===== src/rtl/trace_pkg.sv =====
// ============================================================================
// Module      : trace_pkg
// Description : Shared types, DDR field positions and address decode for the
//               trace request queue.
// Revision    : 1.0 - initial release
// ============================================================================
`default_nettype none

package trace_pkg;

    // Widths of the stored record; top-level parameters must not exceed these.
    localparam int REC_TIME_W = 64;
    localparam int REC_CORE_W = 12;
    localparam int REC_ADDR_W = 36;

    localparam int ROW_LSB    = 18;
    localparam int ROW_W      = 16;
    localparam int BANK_LSB   = 9;
    localparam int BANK_W     = 2;
    localparam int BG_LSB     = 6;
    localparam int BG_W       = 3;
    localparam int COL_HI_LSB = 12;
    localparam int COL_HI_W   = 6;
    localparam int COL_LO_LSB = 2;
    localparam int COL_LO_W   = 4;
    localparam int COL_W      = COL_HI_W + COL_LO_W;

    typedef enum logic [1:0] {
        OP_READ    = 2'd0,
        OP_WRITE   = 2'd1,
        OP_IFETCH  = 2'd2,
        OP_ILLEGAL = 2'd3
    } op_e;

    typedef struct packed {
        logic [REC_TIME_W-1:0] tstamp;
        logic [REC_CORE_W-1:0] core;
        op_e                   op;
        logic [REC_ADDR_W-1:0] addr;
    } trace_rec_t;

    typedef struct packed {
        logic [ROW_W-1:0]  row;
        logic [BANK_W-1:0] bank;
        logic [BG_W-1:0]   bg;
        logic [COL_W-1:0]  col;
    } ddr_addr_t;

    function automatic ddr_addr_t decode_addr(input logic [REC_ADDR_W-1:0] addr);
        ddr_addr_t d;
        d.row  = addr[ROW_LSB +: ROW_W];
        d.bank = addr[BANK_LSB +: BANK_W];
        d.bg   = addr[BG_LSB +: BG_W];
        d.col  = {addr[COL_HI_LSB +: COL_HI_W], addr[COL_LO_LSB +: COL_LO_W]};
        return d;
    endfunction

endpackage

`default_nettype wire


===== src/rtl/trace_fifo.sv =====
// ============================================================================
// Module      : trace_fifo
// Description : DEPTH-entry FIFO of trace records with wrap-bit pointers,
//               occupancy count and full/empty flags.
// Revision    : 1.0 - initial release
// ============================================================================
`default_nettype none

module trace_fifo
    import trace_pkg::*;
#(
    parameter int DEPTH = 16
) (
    input  logic                     clk,
    input  logic                     rst,
    input  logic                     push_i,
    input  logic                     pop_i,
    input  trace_rec_t               wdata_i,
    output trace_rec_t               rdata_o,
    output logic                     full_o,
    output logic                     empty_o,
    output logic [$clog2(DEPTH):0]   count_o
);

    localparam int AW = $clog2(DEPTH);

    trace_rec_t    mem_q [DEPTH];
    logic [AW:0]   wr_ptr_q;
    logic [AW:0]   wr_ptr_d;
    logic [AW:0]   rd_ptr_q;
    logic [AW:0]   rd_ptr_d;
    logic          w_do_push;
    logic          w_do_pop;

    // Pointers share the index bits; the extra MSB tells full from empty.
    assign empty_o   = (wr_ptr_q == rd_ptr_q);
    assign full_o    = (wr_ptr_q[AW] != rd_ptr_q[AW]) &&
                       (wr_ptr_q[AW-1:0] == rd_ptr_q[AW-1:0]);
    assign count_o   = wr_ptr_q - rd_ptr_q;
    assign rdata_o   = mem_q[rd_ptr_q[AW-1:0]];

    assign w_do_push = push_i && !full_o;
    assign w_do_pop  = pop_i && !empty_o;

    always_comb begin
        wr_ptr_d = wr_ptr_q;
        rd_ptr_d = rd_ptr_q;
        if (w_do_push) begin
            wr_ptr_d = wr_ptr_q + (AW+1)'(1);
        end
        if (w_do_pop) begin
            rd_ptr_d = rd_ptr_q + (AW+1)'(1);
        end
    end

    always_ff @(posedge clk) begin
        if (rst) begin
            wr_ptr_q <= '0;
            rd_ptr_q <= '0;
        end else begin
            wr_ptr_q <= wr_ptr_d;
            rd_ptr_q <= rd_ptr_d;
        end
    end

    // Payload is not reset; a write during reset is harmless because the
    // pointers are cleared in the same edge.
    always_ff @(posedge clk) begin
        if (w_do_push) begin
            mem_q[wr_ptr_q[AW-1:0]] <= wdata_i;
        end
    end

endmodule

`default_nettype wire


===== src/rtl/trace_req_queue.sv =====
// ============================================================================
// Module      : trace_req_queue
// Description : Buffers decoded trace records and releases each one when the
//               internal simulation clock reaches its timestamp; adds order
//               and illegal-op checks, idle skipping and DDR address decode.
// Revision    : 1.0 - initial release
// ============================================================================
`default_nettype none

module trace_req_queue
    import trace_pkg::*;
#(
    parameter int DEPTH     = 16,
    parameter int TIME_W    = 64,
    parameter int CORE_W    = 12,
    parameter int ADDR_W    = 36,
    parameter bit SKIP_IDLE = 1'b1
) (
    input  logic                     clk,
    input  logic                     rst,

    input  logic                     in_valid,
    output logic                     in_ready,
    input  logic [TIME_W-1:0]        in_time,
    input  logic [CORE_W-1:0]        in_core,
    input  logic [1:0]               in_op,
    input  logic [ADDR_W-1:0]        in_addr,

    output logic                     out_valid,
    input  logic                     out_ready,
    output logic [TIME_W-1:0]        out_time,
    output logic [CORE_W-1:0]        out_core,
    output logic [1:0]               out_op,
    output logic [ADDR_W-1:0]        out_addr,
    output logic [15:0]              out_row,
    output logic [1:0]               out_bank,
    output logic [2:0]               out_bg,
    output logic [9:0]               out_col,

    output logic [TIME_W-1:0]        now,
    output logic [$clog2(DEPTH):0]   count,
    output logic                     err_order,
    output logic                     err_op
);

    logic [TIME_W-1:0] now_q;
    logic [TIME_W-1:0] now_d;
    logic [TIME_W-1:0] last_time_q;
    logic [TIME_W-1:0] last_time_d;
    logic              err_order_q;
    logic              err_order_d;
    logic              err_op_q;
    logic              err_op_d;

    logic              w_full;
    logic              w_empty;
    logic              w_accept;
    logic              w_push;
    logic              w_pop;
    logic              w_late;
    logic [TIME_W-1:0] w_store_time;
    logic [TIME_W-1:0] w_head_time;
    trace_rec_t        w_wrec;
    trace_rec_t        w_head;
    ddr_addr_t         w_dec;

    assign in_ready  = !w_full;
    assign w_accept  = in_valid && in_ready;
    assign w_push    = w_accept && (in_op != OP_ILLEGAL);

    assign w_head_time = w_head.tstamp[TIME_W-1:0];
    assign out_valid   = !w_empty && (w_head_time <= now_q);
    assign w_pop       = out_valid && out_ready;

    // Late records are clamped so the stored stream stays non-decreasing.
    assign w_late       = (in_time < last_time_q);
    assign w_store_time = w_late ? last_time_q : in_time;

    always_comb begin
        w_wrec        = '0;
        w_wrec.tstamp = REC_TIME_W'(w_store_time);
        w_wrec.core   = REC_CORE_W'(in_core);
        w_wrec.op     = op_e'(in_op);
        w_wrec.addr   = REC_ADDR_W'(in_addr);
    end

    trace_fifo #(
        .DEPTH   (DEPTH)
    ) u_fifo (
        .clk     (clk),
        .rst     (rst),
        .push_i  (w_push),
        .pop_i   (w_pop),
        .wdata_i (w_wrec),
        .rdata_o (w_head),
        .full_o  (w_full),
        .empty_o (w_empty),
        .count_o (count)
    );

    always_comb begin
        last_time_d = last_time_q;
        err_order_d = err_order_q;
        err_op_d    = err_op_q;
        if (w_push) begin
            if (w_late) begin
                err_order_d = 1'b1;
            end else begin
                last_time_d = in_time;
            end
        end
        if (w_accept && (in_op == OP_ILLEGAL)) begin
            err_op_d = 1'b1;
        end
    end

    // With idle skipping, jump straight to a future head instead of counting.
    always_comb begin
        now_d = now_q;
        if (SKIP_IDLE && !w_empty && (w_head_time > now_q)) begin
            now_d = w_head_time;
        end else if (now_q != {TIME_W{1'b1}}) begin
            now_d = now_q + TIME_W'(1);
        end
    end

    always_ff @(posedge clk) begin
        if (rst) begin
            now_q       <= '0;
            last_time_q <= '0;
            err_order_q <= 1'b0;
            err_op_q    <= 1'b0;
        end else begin
            now_q       <= now_d;
            last_time_q <= last_time_d;
            err_order_q <= err_order_d;
            err_op_q    <= err_op_d;
        end
    end

    assign w_dec     = decode_addr(w_head.addr);

    assign out_time  = w_head_time;
    assign out_core  = w_head.core[CORE_W-1:0];
    assign out_op    = w_head.op;
    assign out_addr  = w_head.addr[ADDR_W-1:0];
    assign out_row   = w_dec.row;
    assign out_bank  = w_dec.bank;
    assign out_bg    = w_dec.bg;
    assign out_col   = w_dec.col;

    assign now       = now_q;
    assign err_order = err_order_q;
    assign err_op    = err_op_q;

endmodule

`default_nettype wire


===== config.mk =====
export PLATFORM = sky130hd
export DESIGN_NAME = trace_req_queue
export DESIGN_NICKNAME = d
export VERILOG_FILES = /design/src/rtl/trace_pkg.sv /design/src/rtl/trace_fifo.sv /design/src/rtl/trace_req_queue.sv
export SDC_FILE = /design/constraint.sdc
export NUM_CORES = 2
export LEC_CHECK = 0
export CORE_MARGIN = 2
export CORE_UTILIZATION = 50
export DETAILED_ROUTE_END_ITERATION = 7
export GPL_TIMING_DRIVEN = 0
export HOLD_SLACK_MARGIN = 0.1
export PLACE_DENSITY_LB_ADDON = 0.1
export SYNTH_ARGS = -nofsm -noshare
export SYNTH_HDL_FRONTEND = slang
export SYNTH_SLANG_ARGS = --single-unit

===== constraint.sdc =====
create_clock -name clk -period 26.3 [get_ports clk]
set_input_delay 5.26 -clock clk [delete_from_list [all_inputs] [get_ports clk]]
set_output_delay 5.26 -clock clk [all_outputs]
set_load 0.02 [all_outputs]

==> results.toml <==
[worst_setup_path]
rr_endpoint = "now[18]"
worstSetupStartpointType = "flop"
end_kind = "primary output"
cp.required_ps = 21040
r2r_cells = 14
max_stage_delay_ps = 930
path_max_fanout = 10
r2r_setup_slack_ps = 18090
worst_ep_arrival_time_ps = 8420
crit_slowest_cell = "buf_1"
critical_path.cell_chain = "clkbuf_1 > clkbuf_1 > buf_1 > mux4_2 > mux4_2 > ha_1 > nand4_1 > nor4_2 > nand4b_1 > or4_1 > o21a_1 > nor2_1 > clkdlybuf4s50_1"
critPathKind = "reg2out"

[synthesis]
syn-num-nets = 4150
synth-edff-count = 1824
async_flop_share_pct = 0
synthCells = 3894
seq_area_frac_synth_pct = 72.6
syn_area_mm2 = 0.0794
ys_ff_latch = 1968
ys_warn_count = 0
yosys_most_used_dff = "edfxtp_1"
postSynthAreaPerCell_um2 = 20.4
synth_cell_types = 62

[pwr]
power-per-cell-area_mw_per_mm2 = 77.3
ir_worst_vdd_mv = 0.0733
p_leak_nw = 29.4
power_mw = 7.27

[floorplan]
die_w_um = 402
die_y_um = 402
start_util_pct = 50.2
rows = 146
io_pins = 336
dieArea_mm2 = 0.162
core_area_mm2 = 0.158

[global_routing]
antenna_found_initial = 40
grt_pass1_wl_mm = 314
grt_usage_pct = 27.7
grt_max_degree = 22
gr-total-overflow = 0
first_global_vias = 41975

[placed_design]
post-dp-hpwl_mm = 151
placed_area_mm2 = 0.0878
gp_congestion = 0.884
io_buffers = 334

[outcome]
outcome = "finished clean"

[routing]
routedWlPerCell_um = 32.7
first_iter_violations = 4770
ant_nets = 0
drc = 0
via_per_inst = 6.16
drt_wl_total_mm = 223
vias = 41992
drt_first_pass_iters = 5

[clock_tree]
cts_buffers = 201
clockBufferDepth = 3
cts.sinks = 1968
clk_latency_ps = 830
h-tree-depth = 4
cts-root-buf = "clkbuf_16"
cts_setup_buffers = 0
cts_tree = "done"
cts_hold_buf = 0
clkTransAtPathRegs_ps = 60
cts-resized-gates = 0

[timing]
finalHoldViolCount = 0
slew_violations = 0
fin_crit_sh_pct = 52.0
clock_skew_ps = 23.4
fmax_ghz = 0.0731
max_slew_margin_pct = 3.30
min_period_ps = 13680
rsz0062_at_grt = "false"
worstMarginPinSlew_ps = 1440
setup_violations = 0

[worst_hold_path]
holdPathEnd = "last_time_q[48]"
hp-class = "reg2reg"
hp-start = "last_time_q[48]"
hold_depth = 2

[cells_and_area]
drive_above_1_share_pct = 24.7
final_common_cell = "edfxtp_1"
final_util_pct = 59.5
nets = 4835
layout_common_cells = "edfxtp_1, mux4_2, clkdlybuf4s50_1, clkbuf_16, nand2_1"
area_growth_pct = 18.5
postLayoutCellArea_mm2 = 0.0941

[job]
cap_violations = 0
[cells in the mapped netlist (8+ instances only)]
master | n | area (um2)
o21ai_0 | 25 | 125
inv_1 | 142 | 533
a311oi_1 | 56 | 490
clkbuf_1 | 132 | 495
nand2b_1 | 10 | 62.6
ha_1 | 137 | 1710
xnor2_1 | 60 | 526
a21o_1 | 18 | 135
dfxtp_1 | 144 | 2880
a21oi_1 | 52 | 260
and4_1 | 12 | 105
mux4_2 | 570 | 12800
nor2_1 | 48 | 180
nor3_1 | 82 | 410
nand3_1 | 40 | 200
buf_2 | 46 | 230
mux2i_1 | 66 | 661
mux2_2 | 67 | 754
buf_4 | 32 | 240
buf_1 | 16 | 60.1
nand4_1 | 35 | 219
nand2_1 | 185 | 694
a221oi_1 | 8 | 70.1
nor4_1 | 12 | 75.1
edfxtp_1 | 1824 | 54800
[power breakdown]
part	switching (mW)	total (mW)	internal (mW)	leakage, nW
Clock	1.20	2.74	1.55	3.03
Combinational	0.559	0.957	0.398	8.65
Sequential	0.0551	3.57	3.52	17.7
[stage by stage]
step,setup WS (ps),instances,TNS [ps],hold slack [ps]
finish,12620,6818,0,474
global route,12470,6813,0,484
CTS,12600,6812,0,473
detailed placement,13510,6448,0,460
global placement,-1480,6300,-554420,455
floorplan,11960,3894,0,445
[worst max path at each step]
stage	startpoint	end	slack [ps]	cells after the start
floorplan	in_op[0]	u_fifo.mem_q[3][0]	11960	5
global placement	in_op[0]	u_fifo.mem_q[2][3]	-1480	6
detailed placement	flop	out_valid	13510	13
CTS	flop	out_valid	12600	13
global route	flop	out_valid	12470	13
finish	flop	out_valid	12620	13
[worst max-delay path, delay by kind of cell, from the launching register on]
kind                       cells  cell delay, ps
AOI/OAI and AO/OA              1             230
adders and majority gates      1             370
buffers and inverters          4            3130
DFF                            1             310
muxes                          2            1210
and+or+nand+nor                5            2320
[area by class of cell]
class / instances / area, um2
fill: 11425 / 63900
sequential: 1968 / 57700
multi-input combinational: 1555 / 20200
timing repair buffer: 482 / 5740
clock buffer: 253 / 5280
tap: 2072 / 2590
buffer: 228 / 1050
clock inverter: 111 / 987
inverter: 143 / 537
antenna: 6 / 15.0
[logic make-up after synthesis]
group,after synthesis,share of synthesized area (%)
mux,703,18.0
xor+xnor,66,0.728
flops,1968,72.6
compound gates,189,1.66
buf+inv,371,2.00
fa+ha+maj,138,2.18
simple gates,459,2.83
[metal layers]
layer	share of wire (%)	global-route usage [%]
met1	41	38.9
met2	47	43.3
met3	9.3	6.82
met4	2.8	8.09
met5	0.14	0
[flip-flops by register name, indices dropped and copies added, names as in the netlist, named ones only]
register,count
err_order,1
err_op,1
now,64
u_fifo.wr_ptr_q,5
u_fifo.mem_q,1824
u_fifo.rd_ptr_q,5
last_time_q,64
Note: power is estimated with default switching activity, not from simulation.
